<file path="src/rtl/icblbc_pkg.sv">
// Shared types and constants for the ICBLBC candidate scanner.
package icblbc_pkg;

  typedef enum logic [1:0] {
    ST_IDLE  = 2'd0,
    ST_SCAN  = 2'd1,
    ST_DRAIN = 2'd2,
    ST_DONE  = 2'd3
  } state_t;

  localparam int PIPE_DEPTH = 3;
  // The drain must cover every code still in flight after the last issue.
  localparam int DRAIN_LEN  = PIPE_DEPTH;

  function automatic logic [4:0] popcount16(input logic [15:0] v);
    logic [4:0] s;
    s = '0;
    for (int i = 0; i < 16; i++) s = s + {4'd0, v[i]};
    return s;
  endfunction

endpackage

</file>
<file path="src/rtl/icblbc_cand_scan_if.sv">
// Control, status and RAM write-port bundle of the candidate scanner.
interface icblbc_cand_scan_if #(
  parameter int WIDTH  = 8,
  parameter int DIST_W = $clog2(WIDTH + 1),
  parameter int CNT_W  = WIDTH + 1
);
  localparam int N_W = $clog2(WIDTH + 1);

  logic              start;
  logic              abort;
  logic [WIDTH-1:0]  start_code;
  logic [N_W-1:0]    n;
  logic [DIST_W-1:0] min_hd;
  logic [DIST_W-1:0] min_iso;
  logic              busy;
  logic              done;
  logic              cand_we;
  logic [WIDTH-1:0]  cand_addr;
  logic [WIDTH-1:0]  cand_data;
  logic              iso_we;
  logic [WIDTH-1:0]  iso_addr;
  logic [WIDTH-1:0]  iso_data;
  logic [CNT_W-1:0]  cand_count;
  logic [CNT_W-1:0]  iso_count;

  modport master (
    output start, abort, start_code, n, min_hd, min_iso,
    input  busy, done, cand_we, cand_addr, cand_data,
           iso_we, iso_addr, iso_data, cand_count, iso_count
  );

  modport slave (
    input  start, abort, start_code, n, min_hd, min_iso,
    output busy, done, cand_we, cand_addr, cand_data,
           iso_we, iso_addr, iso_data, cand_count, iso_count
  );
endinterface

</file>
<file path="src/rtl/icblbc_hd_pipe.sv">
// Two-stage registered XOR-and-popcount with valid/code sideband.
module icblbc_hd_pipe
  import icblbc_pkg::*;
#(
  parameter int WIDTH  = 8,
  parameter int DIST_W = $clog2(WIDTH + 1)
) (
  input  logic              clock,
  input  logic              reset_n,
  input  logic              flush,
  input  logic              in_valid,
  input  logic [WIDTH-1:0]  in_code,
  input  logic [WIDTH-1:0]  ref_code,
  input  logic [WIDTH-1:0]  mask,
  output logic              out_valid,
  output logic [WIDTH-1:0]  out_code,
  output logic [DIST_W-1:0] out_dist
);

  logic             s1_valid;
  logic [WIDTH-1:0] s1_code;
  logic [WIDTH-1:0] s1_diff;

  always_ff @(posedge clock or negedge reset_n) begin
    if (!reset_n) begin
      s1_valid  <= 1'b0;
      s1_code   <= '0;
      s1_diff   <= '0;
      out_valid <= 1'b0;
      out_code  <= '0;
      out_dist  <= '0;
    end else begin
      s1_valid  <= in_valid & ~flush;
      s1_code   <= in_code;
      s1_diff   <= (in_code ^ ref_code) & mask;
      out_valid <= s1_valid & ~flush;
      out_code  <= s1_code;
      out_dist  <= DIST_W'(popcount16(16'(s1_diff)));
    end
  end

endmodule

</file>
<file path="src/rtl/icblbc_cand_scan.sv">
// Candidate scanner: sweeps 0..2^n-1, streams codes far enough from start_code
// into the candidate RAM and (with ICBLBC_ISO_LIST_EN) the isolation RAM.
//
// state | meaning
// IDLE  | waiting for start
// SCAN  | issuing one code per cycle
// DRAIN | letting the distance pipeline empty
// DONE  | one-cycle completion pulse
module icblbc_cand_scan
  import icblbc_pkg::*;
#(
  parameter int WIDTH  = 8,
  parameter int DIST_W = $clog2(WIDTH + 1),
  parameter int CNT_W  = WIDTH + 1
) (
  input  logic              clock,
  input  logic              reset_n,
  icblbc_cand_scan_if.slave bus
);

  localparam int N_W = $clog2(WIDTH + 1);

  state_t            state, state_nx;
  logic [WIDTH-1:0]  code, start_q, mask_q, mask_new;
  logic [DIST_W-1:0] min_hd_q;
  logic [1:0]        drain_cnt;
  logic [N_W-1:0]    n_cl;
  logic              accept, last_code, issue, flush, busy_o, done_o;

  logic              p_valid;
  logic [WIDTH-1:0]  p_code;
  logic [DIST_W-1:0] p_dist;

  logic              cand_we_q;
  logic [WIDTH-1:0]  cand_addr_q, cand_data_q;
  logic [CNT_W-1:0]  cand_count_q;
  logic              cand_hit;

  assign n_cl      = (bus.n > N_W'(WIDTH)) ? N_W'(WIDTH) : bus.n;
  assign accept    = (state == ST_IDLE) && bus.start;
  assign last_code = (code == mask_q);

  always_comb begin
    mask_new = '0;
    for (int i = 0; i < WIDTH; i++) mask_new[i] = (i < int'(n_cl));
  end

  always_ff @(posedge clock or negedge reset_n) begin
    if (!reset_n) state <= ST_IDLE;
    else          state <= state_nx;
  end

  always_comb begin
    state_nx = state;
    case (state)
      ST_IDLE:  if (bus.start) state_nx = ST_SCAN;
      ST_SCAN:  if (bus.abort) state_nx = ST_IDLE;
                else if (last_code) state_nx = ST_DRAIN;
      ST_DRAIN: if (bus.abort) state_nx = ST_IDLE;
                else if (drain_cnt == 2'd0) state_nx = ST_DONE;
      ST_DONE:  state_nx = ST_IDLE;
      default:  state_nx = ST_IDLE;
    endcase
  end

  always_comb begin
    busy_o = 1'b0;
    done_o = 1'b0;
    issue  = 1'b0;
    flush  = 1'b0;
    case (state)
      ST_SCAN:  begin busy_o = 1'b1; issue = 1'b1; flush = bus.abort; end
      ST_DRAIN: begin busy_o = 1'b1; flush = bus.abort; end
      ST_DONE:  done_o = 1'b1;
      default:  ;
    endcase
  end

  always_ff @(posedge clock or negedge reset_n) begin
    if (!reset_n) begin
      code      <= '0;
      start_q   <= '0;
      mask_q    <= '0;
      min_hd_q  <= '0;
      drain_cnt <= '0;
    end else begin
      if (accept) begin
        code     <= '0;
        start_q  <= bus.start_code;
        mask_q   <= mask_new;
        min_hd_q <= bus.min_hd;
      end else if (state == ST_SCAN && !last_code) begin
        code <= code + WIDTH'(1);
      end
      // Down-counter reloaded throughout SCAN, so it is full on DRAIN entry.
      if (state == ST_SCAN)
        drain_cnt <= 2'(DRAIN_LEN - 1);
      else if (state == ST_DRAIN && drain_cnt != 2'd0)
        drain_cnt <= drain_cnt - 2'd1;
    end
  end

  icblbc_hd_pipe #(.WIDTH(WIDTH), .DIST_W(DIST_W)) u_hd_pipe (
    .clock    (clock),
    .reset_n  (reset_n),
    .flush    (flush),
    .in_valid (issue),
    .in_code  (code),
    .ref_code (start_q),
    .mask     (mask_q),
    .out_valid(p_valid),
    .out_code (p_code),
    .out_dist (p_dist)
  );

  assign cand_hit = p_valid && (p_dist >= min_hd_q);

  always_ff @(posedge clock or negedge reset_n) begin
    if (!reset_n) begin
      cand_we_q    <= 1'b0;
      cand_addr_q  <= '0;
      cand_data_q  <= '0;
      cand_count_q <= '0;
    end else if (accept) begin
      cand_we_q    <= 1'b0;
      cand_addr_q  <= '0;
      cand_count_q <= '0;
    end else if (flush) begin
      cand_we_q <= 1'b0;
    end else begin
      cand_we_q <= cand_hit;
      if (cand_hit) begin
        cand_addr_q  <= cand_count_q[WIDTH-1:0];
        cand_data_q  <= p_code;
        cand_count_q <= cand_count_q + CNT_W'(1);
      end
    end
  end

  assign bus.busy       = busy_o;
  assign bus.done       = done_o;
  assign bus.cand_we    = cand_we_q;
  assign bus.cand_addr  = cand_addr_q;
  assign bus.cand_data  = cand_data_q;
  assign bus.cand_count = cand_count_q;

`ifdef ICBLBC_ISO_LIST_EN
  logic [DIST_W-1:0] min_iso_q;
  logic              iso_we_q, iso_hit;
  logic [WIDTH-1:0]  iso_addr_q, iso_data_q;
  logic [CNT_W-1:0]  iso_count_q;

  assign iso_hit = p_valid && (p_dist >= min_iso_q);

  always_ff @(posedge clock or negedge reset_n) begin
    if (!reset_n) begin
      min_iso_q   <= '0;
      iso_we_q    <= 1'b0;
      iso_addr_q  <= '0;
      iso_data_q  <= '0;
      iso_count_q <= '0;
    end else if (accept) begin
      min_iso_q   <= bus.min_iso;
      iso_we_q    <= 1'b0;
      iso_addr_q  <= '0;
      iso_count_q <= '0;
    end else if (flush) begin
      iso_we_q <= 1'b0;
    end else begin
      iso_we_q <= iso_hit;
      if (iso_hit) begin
        iso_addr_q  <= iso_count_q[WIDTH-1:0];
        iso_data_q  <= p_code;
        iso_count_q <= iso_count_q + CNT_W'(1);
      end
    end
  end

  assign bus.iso_we    = iso_we_q;
  assign bus.iso_addr  = iso_addr_q;
  assign bus.iso_data  = iso_data_q;
  assign bus.iso_count = iso_count_q;
`else
  logic unused_iso;
  assign unused_iso    = ^bus.min_iso;
  assign bus.iso_we    = 1'b0;
  assign bus.iso_addr  = '0;
  assign bus.iso_data  = '0;
  assign bus.iso_count = '0;
`endif

endmodule

</file>
<file path="src/flat_wrapper.sv">
// flat-port wrapper written by rule: the top's interface ports become plain ports
module icblbc_cand_scan_flat import icblbc_pkg::*;
#(
  parameter int WIDTH  = 8,
  parameter int DIST_W = $clog2(WIDTH + 1),
  parameter int CNT_W  = WIDTH + 1
)
  (clock, reset_n, bus_start, bus_abort, bus_start_code, bus_n, bus_min_hd, bus_min_iso, bus_busy, bus_done, bus_cand_we, bus_cand_addr, bus_cand_data, bus_iso_we, bus_iso_addr, bus_iso_data, bus_cand_count, bus_iso_count);
  icblbc_cand_scan_if #(.WIDTH(WIDTH), .DIST_W(DIST_W), .CNT_W(CNT_W)) bus_i ();
  input  logic clock;
  input  logic reset_n;
  input wire logic [$bits(bus_i.start)-1:0] bus_start;
  input wire logic [$bits(bus_i.abort)-1:0] bus_abort;
  input wire logic [$bits(bus_i.start_code)-1:0] bus_start_code;
  input wire logic [$bits(bus_i.n)-1:0] bus_n;
  input wire logic [$bits(bus_i.min_hd)-1:0] bus_min_hd;
  input wire logic [$bits(bus_i.min_iso)-1:0] bus_min_iso;
  output wire logic [$bits(bus_i.busy)-1:0] bus_busy;
  output wire logic [$bits(bus_i.done)-1:0] bus_done;
  output wire logic [$bits(bus_i.cand_we)-1:0] bus_cand_we;
  output wire logic [$bits(bus_i.cand_addr)-1:0] bus_cand_addr;
  output wire logic [$bits(bus_i.cand_data)-1:0] bus_cand_data;
  output wire logic [$bits(bus_i.iso_we)-1:0] bus_iso_we;
  output wire logic [$bits(bus_i.iso_addr)-1:0] bus_iso_addr;
  output wire logic [$bits(bus_i.iso_data)-1:0] bus_iso_data;
  output wire logic [$bits(bus_i.cand_count)-1:0] bus_cand_count;
  output wire logic [$bits(bus_i.iso_count)-1:0] bus_iso_count;
  assign bus_i.start = bus_start;
  assign bus_i.abort = bus_abort;
  assign bus_i.start_code = bus_start_code;
  assign bus_i.n = bus_n;
  assign bus_i.min_hd = bus_min_hd;
  assign bus_i.min_iso = bus_min_iso;
  assign bus_busy = bus_i.busy;
  assign bus_done = bus_i.done;
  assign bus_cand_we = bus_i.cand_we;
  assign bus_cand_addr = bus_i.cand_addr;
  assign bus_cand_data = bus_i.cand_data;
  assign bus_iso_we = bus_i.iso_we;
  assign bus_iso_addr = bus_i.iso_addr;
  assign bus_iso_data = bus_i.iso_data;
  assign bus_cand_count = bus_i.cand_count;
  assign bus_iso_count = bus_i.iso_count;
  icblbc_cand_scan #(.WIDTH(WIDTH), .DIST_W(DIST_W), .CNT_W(CNT_W)) u_core (.clock(clock), .reset_n(reset_n), .bus(bus_i));
endmodule
</file>
<file path="config.mk">
export PLATFORM = sky130hd
export DESIGN_NAME = icblbc_cand_scan_flat
export DESIGN_NICKNAME = d
export VERILOG_FILES = /design/src/rtl/icblbc_pkg.sv /design/src/rtl/icblbc_cand_scan_if.sv /design/src/rtl/icblbc_hd_pipe.sv /design/src/rtl/icblbc_cand_scan.sv /design/src/flat_wrapper.sv
export SDC_FILE = /design/constraint.sdc
export NUM_CORES = 1
export LEC_CHECK = 0
export CAP_MARGIN = 40
export CORE_MARGIN = 5
export CORE_UTILIZATION = 30
export CTS_BUF_LIST = sky130_fd_sc_hd__clkbuf_4 sky130_fd_sc_hd__clkbuf_8
export CTS_CLUSTER_SIZE = 12
export DETAILED_ROUTE_END_ITERATION = 8
export PLACE_DENSITY = 0.58
export SETUP_SLACK_MARGIN = 0.05
export SYNTH_ARGS = -nofsm -noshare
export SYNTH_HDL_FRONTEND = slang
export SYNTH_HIERARCHICAL = 1
export SYNTH_SLANG_ARGS = --single-unit
</file>
<file path="constraint.sdc">
create_clock -name clock -period 6.3 [get_ports clock]
set_input_delay 1.26 -clock clock [delete_from_list [all_inputs] [get_ports clock]]
set_output_delay 1.26 -clock clock [all_outputs]
set_load 0.01 [all_outputs]
</file>
==> reports/results.tsv <==
stage	metric	value	unit
power	irDropWorstVdd	0.114	mV
route	drtAntennaViolNets	0	
route	viasPerCell	4.33	
clocking	cts_max_path_buffers	2	
clocking	cts_sinks	88	
worst_setup_path	crit_arrival	1.76	ns
global_routing	gr-usage-all-layers	0.0999	
global_routing	grt_pass1_wl	13000	um
synthesis	syn_inst	384	
global_routing	antenna_found_initial	0	
power	switching_share	0.368	
clocking	cts_tree	done	
power	power_density	413	nW/um2
clocking	ctsHoldBuffers	0	
worst_setup_path	cp-startpoint	u_core/state[1]	
worst_setup_path	r2r_slack	3.60	ns
finish	drive_above_1_share	0.0890	
clocking	cts-root-buf	clkbuf_8	
clocking	cts_resized	0	
worst_setup_path	endpoint	bus_busy	
power	seq_power_share	0.413	
placement	io_buffers	47	
route	remaining_drc_errors	0	
synthesis	async_reset_ff_frac	1.00	
clocking	path_clk_slew	0.09	ns
finish	layout_commonest_cell	dfrtp_1	
route	vias	2674	
timing	worst_pin_slew	0.814	ns
synthesis	synth_seq_area_share	0.531	
placement	gp_congestion	0.763	
worst_setup_path	worstPathMaxFanout	5	
die	die_height	128	um
finish	stdcell_area	4920	um2
run	cap_violations	0	
global_routing	grt_overflow	0	
die	die_w	128	um
finish	antenna_cells	0	
timing	post-route-period-util	0.480	
clocking	clk_latency	0.36	ns
route	wire_per_inst	12.5	um
power	power_switching	0.746	mW
route	drt_wl_total	7750	um
worst_setup_path	critPathKind	register to output pin	
die	ios	78	
clocking	numCtsBuffers	9	
finish	final_cell_mix	dfrtp_1 (88), nand2_1 (58), clkdlybuf4s50_1 (46)	
synthesis	synth_seq_cells	88	
power	combPwrFrac	0.386	
synthesis	syn-cell-area	4150	um2
timing	slew_viol_final	0	
timing	hold_viol	0	
worst_setup_path	cp.required	5.04	ns
global_routing	grt_start_max_net_pins	66	
timing	clock.fmax	331	MHz
placement	detailed_place_hpwl	5620	um
die	core	13700	um2
global_routing	grt_pass1_vias	2686	
die	dieArea	16300	um2
worst_setup_path	critPathLaunchType	register	
power	power.total	2.03	mW
global_routing	globalRouteMet1Util	0.125	
route	drt_iter0_drc	192	
timing	setup_violations	0	
synthesis	ys_types	48	
synthesis	synth_edf_count	0	
clocking	htreeDepth	3	
global_routing	grt.busiest_layer	met2	
worst_hold_path	hold_class	register to register	
clocking	post-cts-setup-buffers	0	
finish	nFillCells	1340	
die	num_rows	43	
placement	placed_area	4700	um2
global_routing	grtUsageMet2	0.164	
worst_setup_path	r2r-end	u_core/u_hd_pipe/out_dist[2]	
power	p_int	1.28	mW
run_status	status	completed	
route	drtPass1Iterations	4	
die	initial_core_util	0.302	
timing	clock_skew	0.00949	ns
timing	relSlewSlack	0.452	
global_routing	use_met3	0.0238	
worst_setup_path	reg2regPathDepth	9	
finish	synthToLayoutAreaGrowth	18.6	%
synthesis	yosys_warnings	6	
timing	fin_crit	3.02	ns
worst_setup_path	r2r-start	u_core/u_hd_pipe/s1_diff[1]	
synthesis	ys.flop_type	dfrtp_1	
worst_setup_path	end_kind	output pin	
timing	setup_tns	0	ns
power	power_frac_clock	0.201	
synthesis	avgSynthCellArea	10.8	um2
timing	rsz0062_at_grt	false	
power	p_leak	2.28	nW
finish	nets	476	
==> kinds of logic (layout without fill, tap and decap cells) <==
family,Yosys count,in the layout,synth area share
flops,88,88,0.531
other cells,1,26,0.000904
buf+inv,61,90,0.0833
mux,18,18,0.0459
compound gates,50,50,0.0712
simple gates,125,125,0.157
xor+xnor,22,22,0.0465
fa+ha+maj,19,19,0.0646
==> worst min-delay path by stage <==
stage                                         endpoint  depth (start not counted)  slack (ns)                        start
final                     u_core/u_hd_pipe/out_code[7]                          0        0.35  u_core/u_hd_pipe/s1_code[7]
after global routing      u_core/u_hd_pipe/out_code[0]                          0        0.36  u_core/u_hd_pipe/s1_code[0]
after CTS                 u_core/u_hd_pipe/out_code[0]                          0        0.35  u_core/u_hd_pipe/s1_code[0]
after detailed placement  u_core/u_hd_pipe/out_code[0]                          0        0.33  u_core/u_hd_pipe/s1_code[0]
after global placement    u_core/u_hd_pipe/out_code[4]                          0        0.34  u_core/u_hd_pipe/s1_code[4]
after floorplan           u_core/u_hd_pipe/out_code[0]                          0        0.33  u_core/u_hd_pipe/s1_code[0]
==> state kept, by name (all words and copies together), names as in the netlist <==
name,count
u_core/bus.cand_count,9
u_core/bus.cand_addr,8
u_core/bus.cand_data,8
u_core/code,8
u_core/mask_q,8
u_core/start_q,8
u_core/u_hd_pipe/out_code,8
u_core/u_hd_pipe/s1_code,8
u_core/u_hd_pipe/s1_diff,8
u_core/min_hd_q,4
u_core/u_hd_pipe/out_dist,4
u_core/drain_cnt,2
u_core/state,2
u_core/bus.cand_we,1
u_core/u_hd_pipe/out_valid,1
u_core/u_hd_pipe/s1_valid,1
==> power by group through the flow <==
| stage | sequential (mW) | combinational [mW] | clock, mW |
|---|---|---|---|
| CTS | 0.842 | 0.798 | 0.424 |
| floorplan | 0.834 | 0.589 | 0 |
| detailed placement | 0.854 | 0.789 | 0 |
| finish | 0.838 | 0.782 | 0.408 |
| global placement | 0.849 | 0.768 | 0 |
| global route | 0.862 | 0.895 | 0.452 |
==> critical path, cell delays in order (launching register included) <==
cell and delay (ns):
dfrtp_1 0.42, inv_1 0.11, ha_1 0.33, clkdlybuf4s50_1 0.55
==> metrics by stage <==
step                hold slack, ns  setup slack, ns  cells   util
global placement             0.335             2.97    602  0.343
finish                       0.351             3.28    618  0.358
floorplan                    0.331             3.71    409      -
CTS                          0.352             3.25    618  0.358
global route                 0.360             3.17    618  0.358
detailed placement           0.335             2.93    602  0.343
==> Yosys cell counts, types with 2 or more instances <==
| cell | count | area (um2) |
|---|---|---|
| a21oi_1 | 18 | 90.1 |
| nand2_1 | 58 | 218 |
| or3_1 | 2 | 12.5 |
| nor4_2 | 2 | 25.0 |
| o31ai_1 | 4 | 30.0 |
| clkbuf_1 | 7 | 26.3 |
| o21bai_1 | 2 | 15.0 |
| and2_1 | 10 | 62.6 |
| nand2b_1 | 7 | 43.8 |
| nand4_1 | 4 | 25.0 |
| mux2i_1 | 10 | 100 |
| a31oi_1 | 3 | 18.8 |
| nor2b_1 | 3 | 18.8 |
| inv_1 | 24 | 90.1 |
| or4_1 | 5 | 37.5 |
| fa_1 | 4 | 80.1 |
| and3_1 | 2 | 12.5 |
| nor2_1 | 15 | 56.3 |
| o21ai_0 | 17 | 85.1 |
| ha_1 | 15 | 188 |
| mux2_2 | 8 | 90.1 |
| buf_4 | 26 | 195 |
| xnor2_1 | 5 | 43.8 |
| nand3_1 | 6 | 30.0 |
| dfrtp_1 | 88 | 2200 |
| xor2_1 | 17 | 149 |
==> final cells by class <==
cell class              count  area, um2  area share
clock buffers              11        151      0.0308
clock inverters             5       63.8      0.0130
inverters                  24       90.1      0.0183
multi-input cells         260       1690       0.344
flip-flops and latches     88       2200       0.448
well taps                 180        225      0.0458
repair buffers             50        490      0.0998
==> metal layers <==
layer  part of all wire  up-vias
met5                  0        -
met4              0.019        0
met3              0.042       11
met2               0.49       46
met1               0.45     1303
li1                   -     1314
Power figures use the tool's default switching activity.
